===== src/rtl/float_byte_reader.sv =====
// Captures a 32-bit float result and shows it one byte at a time on LEDs and 7-seg.
// Optional FLOAT_READER_LOAD_SYNC_EN adds a two-flop synchronizer on load.
module float_byte_reader #(
   parameter int SCAN_DIV = 100000,
   parameter int AUTO_DIV = 100000000
) (
   input  logic        clk,
   input  logic        reset,
   input  logic        load,
   input  logic [31:0] val,
   input  logic        mode,
   input  logic [1:0]  seldata,
   output logic [7:0]  byte_out,
   output logic [1:0]  byte_idx,
   output logic        valid,
   output logic [3:0]  leds,
   output logic [3:0]  an,
   output logic [6:0]  seg
);

   localparam int AW = $clog2(AUTO_DIV);
   localparam int SW = $clog2(SCAN_DIV);
   localparam logic [AW-1:0] AMAX = AW'(AUTO_DIV - 1);
   localparam logic [SW-1:0] SMAX = SW'(SCAN_DIV - 1);
   localparam logic [6:0] DASH = 7'b0111111;
   localparam logic [6:0] BLANK = 7'h7F;

   typedef enum logic {IDLE, SHOW} state_t;

   state_t          state_q, state_d;
   logic            load_in, load_q, rise;
   logic [31:0]     word_q, word_d;
   logic [1:0]      idx_q, idx_d;
   logic [AW-1:0]   acnt_q, acnt_d;
   logic [7:0]      byte_q, byte_d;
   logic [3:0]      leds_q, leds_d;
   logic [SW-1:0]   scnt_q, scnt_d;
   logic [1:0]      dig_q, dig_d;
   logic [3:0]      an_q, an_d;
   logic [6:0]      seg_q, seg_d;

`ifdef FLOAT_READER_LOAD_SYNC_EN
   logic sync1_q, sync2_q;

   always_ff @(posedge clk) begin
      if (reset) begin
         sync1_q <= 1'b0;
         sync2_q <= 1'b0;
      end else begin
         sync1_q <= load;
         sync2_q <= sync1_q;
      end
   end

   assign load_in = sync2_q;
`else
   assign load_in = load;
`endif

   assign rise = load_in & ~load_q;

   function automatic logic [6:0] hex7(input logic [3:0] h);
      logic [6:0] s;
      case (h)
         4'h0: s = 7'b1000000;
         4'h1: s = 7'b1111001;
         4'h2: s = 7'b0100100;
         4'h3: s = 7'b0110000;
         4'h4: s = 7'b0011001;
         4'h5: s = 7'b0010010;
         4'h6: s = 7'b0000010;
         4'h7: s = 7'b1111000;
         4'h8: s = 7'b0000000;
         4'h9: s = 7'b0010000;
         4'hA: s = 7'b0001000;
         4'hB: s = 7'b0000011;
         4'hC: s = 7'b1000110;
         4'hD: s = 7'b0100001;
         4'hE: s = 7'b0000110;
         default: s = 7'b0001110;
      endcase
      return s;
   endfunction

   // FSM: state register
   always_ff @(posedge clk) begin
      if (reset) state_q <= IDLE;
      else       state_q <= state_d;
   end

   // FSM: next state
   always_comb begin
      state_d = state_q;
      if (rise) state_d = SHOW;
   end

   // FSM: outputs
   always_comb begin
      valid = (state_q == SHOW);
   end

   // A load rise wins over an auto step landing on the same edge.
   always_comb begin
      word_d = word_q;
      idx_d  = idx_q;
      acnt_d = acnt_q;
      if (rise) begin
         word_d = val;
         idx_d  = 2'd3;
         acnt_d = '0;
      end else if (state_q == SHOW) begin
         if (mode) begin
            idx_d  = seldata;
            acnt_d = '0;
         end else if (acnt_q == AMAX) begin
            idx_d  = idx_q - 2'd1;
            acnt_d = '0;
         end else begin
            acnt_d = acnt_q + 1'b1;
         end
      end
      byte_d = word_q[8*idx_q +: 8];
      leds_d = (state_d == SHOW) ? (4'b0001 << idx_d) : 4'b0000;
   end

   always_comb begin
      scnt_d = (scnt_q == SMAX) ? '0 : scnt_q + 1'b1;
      dig_d  = (scnt_q == SMAX) ? dig_q + 2'd1 : dig_q;
      an_d   = ~(4'b0001 << dig_d);
      seg_d  = DASH;
      if (state_q == SHOW) begin
         case (dig_d)
            2'd0:    seg_d = hex7(byte_q[3:0]);
            2'd1:    seg_d = hex7(byte_q[7:4]);
            2'd2:    seg_d = BLANK;
            default: seg_d = hex7({2'b00, idx_q});
         endcase
      end
   end

   always_ff @(posedge clk) begin
      if (reset) begin
         load_q <= 1'b0;
         word_q <= '0;
         idx_q  <= '0;
         acnt_q <= '0;
         byte_q <= '0;
         leds_q <= '0;
         scnt_q <= '0;
         dig_q  <= '0;
         an_q   <= 4'b1110;
         seg_q  <= DASH;
      end else begin
         load_q <= load_in;
         word_q <= word_d;
         idx_q  <= idx_d;
         acnt_q <= acnt_d;
         byte_q <= byte_d;
         leds_q <= leds_d;
         scnt_q <= scnt_d;
         dig_q  <= dig_d;
         an_q   <= an_d;
         seg_q  <= seg_d;
      end
   end

   assign byte_out = byte_q;
   assign byte_idx = idx_q;
   assign leds     = leds_q;
   assign an       = an_q;
   assign seg      = seg_q;

endmodule


===== config.mk =====
export PLATFORM = sky130hd
export DESIGN_NAME = float_byte_reader
export DESIGN_NICKNAME = d
export VERILOG_FILES = /design/src/rtl/float_byte_reader.sv
export SDC_FILE = /design/constraint.sdc
export NUM_CORES = 1
export LEC_CHECK = 0
export ABC_AREA = 1
export ABC_CLOCK_PERIOD_IN_PS = 2600
export CAP_MARGIN = 20
export CORE_MARGIN = 2
export CORE_UTILIZATION = 41
export DETAILED_ROUTE_END_ITERATION = 12
export HOLD_SLACK_MARGIN = 0.03
export PLACE_DENSITY = 0.6
export SLEW_MARGIN = 25
export SYNTH_ARGS = -nofsm -noshare
export SYNTH_HDL_FRONTEND = slang
export SYNTH_SLANG_ARGS = --single-unit

===== constraint.sdc =====
create_clock -name clk -period 2.6 [get_ports clk]
set_clock_uncertainty 0.2 [all_clocks]
set_input_delay 0.65 -clock clk [delete_from_list [all_inputs] [get_ports clk]]
set_output_delay 0.65 -clock clk [all_outputs]
set_load 0.1 [all_outputs]

==> parameters.txt <==
Parameter                              Value

Timing
  Fin crit period    2.35 ns
  Actual slew at the worst max-slew pin    0.523 ns
  Total count of hold-check failures in the final report    0
  Total Negative Setup Slacks    0 ns
  Hold WS    0.239 ns
  Pins over their slew limit    0
  PnR worst setup slack    0.249 ns
  Achievable Freq    425 MHz
  Final worst-path cycle share    90.4%
  Unrepaired setup endpoints after global routing    no
  Relative slew slack    64.7%
  Total of endpoints with negative setup slack in the final report    0

CTS
  Count of clock tree sinks    119
  Root buffer cell    sky130_fd_sc_hd__clkbuf_16
  CTS tree    built
  CTS H-Tree Depth    4
  Maximum clock path buffer count    2
  Clock transition at the registers of the reported paths    0.05 ns
  Hold buffer count at CTS    0
  Number of buffers added by the clock tree synthesis step    17
  Clock latency reported for the late side of the worst-skew pair    0.41 ns
  Gates resized, CTS repair    0
  Buffers inserted during post-CTS setup optimization    0

Placed design
  Post-placement cell count    1023
  HPWL Detailed    10200 um
  Placer's final routability congestion estimate    0.886
  Number of buffers added on ports    63
  Pre-CTS setup slack    0.0189 ns

Yosys
  Area fraction in compound gates after synthesis    10.7%
  Cell type with the largest total area after synthesis    sky130_fd_sc_hd__dfxtp_1
  Share of cell area taken by muxes after synthesis    0%
  Yosys top cell area share    41.9%
  Sequential share of the synthesized area    41.9%
  Synth Net Count    846
  FF+latch count, synth    119
  Netlist Area Pre-Place    0.00569 mm2
  Ranking of synthesized cells by area    sky130_fd_sc_hd__dfxtp_1 42%, sky130_fd_sc_hd__nand2_1 12%, sky130_fd_sc_hd__nor2_1 6.5%
  Instance count of the mapped netlist    790
  Library cells used by synthesis    37
  Largest family of logic cells by synthesized area    simple AND/OR/NAND/NOR gates
  Xor and xnor fraction of the mapped netlist area    2.62%
  Post-Synth Adder-Cell Area    3.96%
  Count of synthesis-stage warnings from yosys    0
  Avg Cell Area, Syn    7.20 um2
  Area fraction in and, or, nand and nor cells after synthesis    32.7%

Cells and area
  Final net count    918
  Final instance count without filler cells    1054
  Antenna cell count    0
  Fraction of layout instances using a drive strength above 1    14.0%
  Area growth from synthesis to layout    25.0%

Die
  Die X    122 um
  Starting density of the core    41.5%
  Number of primary I/O pins    64
  Floorplan die height    122 um
  Die Outline Area    0.0148 mm2
  Number of cell rows    43
  Core outline area    0.0137 mm2

Worst setup path
  Startpoint kind of the worst setup timing path    flop
  Endpoint arrival time on the critical path    2.43 ns
  Most used cell along the critical path    sky130_fd_sc_hd__inv_1
  Crit-path cells    clkinv_1, a21oi_1, o21ai_0, a21oi_2, inv_1, ha_1, nand2_1, inv_1, nor2_1, a32oi_1
  Category of the worst setup path capture point    flop
  CP startpoint    byte_idx[0]$_SDFF_PP0_
  Worst reg2reg path startpoint    byte_idx[0]$_SDFF_PP0_
  Depth of the worst register-to-register path    10
  Number of buffers and inverters on the critical path    3
  CP max stage delay    0.32 ns
  Data required time of the critical path    2.68 ns
  Slack of the worst reg-to-reg path    0.25 ns
  Cell type of the slowest stage on the worst timing path    sky130_fd_sc_hd__dfxtp_2
  Number of stages on the worst setup path    10
  Type of the setup path with the least slack    reg2reg
  Largest delay share family, worst path    compound AO/OA/AOI/OAI gates
  CP Max Fanout    9

Detailed routing
  DRC errors left    0
  Number of detailed-route iterations in the first pass    4
  Via count    5243
  DRC marker count from the first detailed-route iteration    383
  Routed wire length    13800 um
  Post-route antenna net violation count    0
  Post-DR vias/cell    4.97
  WL per Instance    13.1 um

Global route
  Gr usage total    19.6%
  Number of antenna violations at the first check in global routing    0
  Global-route wire length before repair    22900 um
  Aggregate global routing overflow    0
  Vias in the first global route    4966
  Largest net degree at the start of global routing    33

Run status
  Outcome    finished, final reports clean

Min path
  Type of the most critical hold path    reg2reg

Pwr
  Areal power density over the cells    714 mW/mm2
  Peak supply drop    0.444 mV
  Final Power    5080 uW
  Lkg Pwr    0.00284 uW

Run
  Max cap viols    0
## metrics by stage
step / area [um2] / util [%]
floorplan: 5690 / -
global placement: 6500 / 47.4
detailed placement: 6500 / 47.4
CTS: 7110 / 51.8
global route: 7110 / 51.8
finish: 7110 / 51.8
## worst min path at each step
stage,to,slack [ns],from,cells after the start
finish,word_q[5]$_SDFFE_PP0P_,0.24,word_q[5]$_SDFFE_PP0P_,2
global placement,word_q[25]$_SDFFE_PP0P_,0.23,word_q[25]$_SDFFE_PP0P_,2
CTS,word_q[25]$_SDFFE_PP0P_,0.24,word_q[25]$_SDFFE_PP0P_,2
floorplan,word_q[1]$_SDFFE_PP0P_,0.21,word_q[1]$_SDFFE_PP0P_,2
global route,word_q[8]$_SDFFE_PP0P_,0.27,word_q[8]$_SDFFE_PP0P_,2
detailed placement,word_q[25]$_SDFFE_PP0P_,0.23,word_q[25]$_SDFFE_PP0P_,2
## worst min-delay path, stage by stage (launching register included)
cell and delay [ns]:
sky130_fd_sc_hd__dfxtp_1 0.32, sky130_fd_sc_hd__nand2_1 0.05, sky130_fd_sc_hd__nand2_1 0.04
## final cells by class
type | instances | area, um2
multi-input combinational | 560 | 2840
fill | 1345 | 6610
timing repair buffer | 77 | 721
clock buffer | 22 | 484
tap | 180 | 225
inverter | 87 | 327
clock inverter | 9 | 123
sequential | 119 | 2380
## synthesized netlist by cell type, drive strengths merged
cell,n
xnor2,5
o21bai,2
a21oi,44
a32oi,2
o31ai,1
nand3b,3
xor2,12
a32o,1
clkinv,1
nor2,111
clkbuf,7
nand4,16
o21ai,61
nor3,15
ha,18
a31oi,2
nand2,189
or2,2
o211ai,1
buf,17
inv,86
nor3b,3
dfxtp,119
nand3,72
## per-layer routing
layer | GRT usage (%) | wire length (um) | vias to the layer above | part of all wire [%]
met4 | 7.69 | 202 | 0 | 1.5
met2 | 31.5 | 6400 | 108 | 46
met3 | 5.01 | 570 | 13 | 4.1
li1 | - | - | 2690 | -
met5 | 0 | 0 | - | 0
met1 | 25.4 | 6660 | 2432 | 48
## power breakdown
group | total (uW) | internal (uW) | switching, uW
logic | 722 | 217 | 506
registers | 1970 | 1930 | 39.7
clock network | 2390 | 1590 | 795
total | 5080 | 3740 | 1340
## cells by family after synthesis
| kind of cell | after synthesis |
|---|---|
| simple gates | 411 |
| flops | 119 |
| compound gates | 114 |
| buf+inv | 111 |
| fa+ha+maj | 18 |
| xor+xnor | 17 |
## cells in the final DEF, fill, tap and decap left out, types with 3 or more instances in the layout
master,netlist,final
sky130_fd_sc_hd__nand2_1,179,179
sky130_fd_sc_hd__dfxtp_1,119,117
sky130_fd_sc_hd__nor2_1,99,98
sky130_fd_sc_hd__inv_1,73,73
sky130_fd_sc_hd__nand3_1,67,67
sky130_fd_sc_hd__o21ai_0,59,59
sky130_fd_sc_hd__a21oi_1,41,41
sky130_fd_sc_hd__clkdlybuf4s50_1,0,37
sky130_fd_sc_hd__buf_4,3,36
sky130_fd_sc_hd__ha_1,18,18
sky130_fd_sc_hd__clkbuf_16,0,17
sky130_fd_sc_hd__nand4_1,16,16
sky130_fd_sc_hd__inv_2,13,13
sky130_fd_sc_hd__xor2_1,12,12
sky130_fd_sc_hd__nor3_1,12,12
sky130_fd_sc_hd__nor2_2,7,8
sky130_fd_sc_hd__nand2_2,8,8
sky130_fd_sc_hd__nand3_2,5,5
sky130_fd_sc_hd__nor2_4,5,5
sky130_fd_sc_hd__xnor2_1,5,5
sky130_fd_sc_hd__clkinv_2,0,5
sky130_fd_sc_hd__clkbuf_8,0,4
sky130_fd_sc_hd__buf_12,0,4
sky130_fd_sc_hd__a21oi_2,3,3
sky130_fd_sc_hd__nand3b_1,3,3
sky130_fd_sc_hd__bufinv_16,0,3
(Power assumes the default switching activity.)
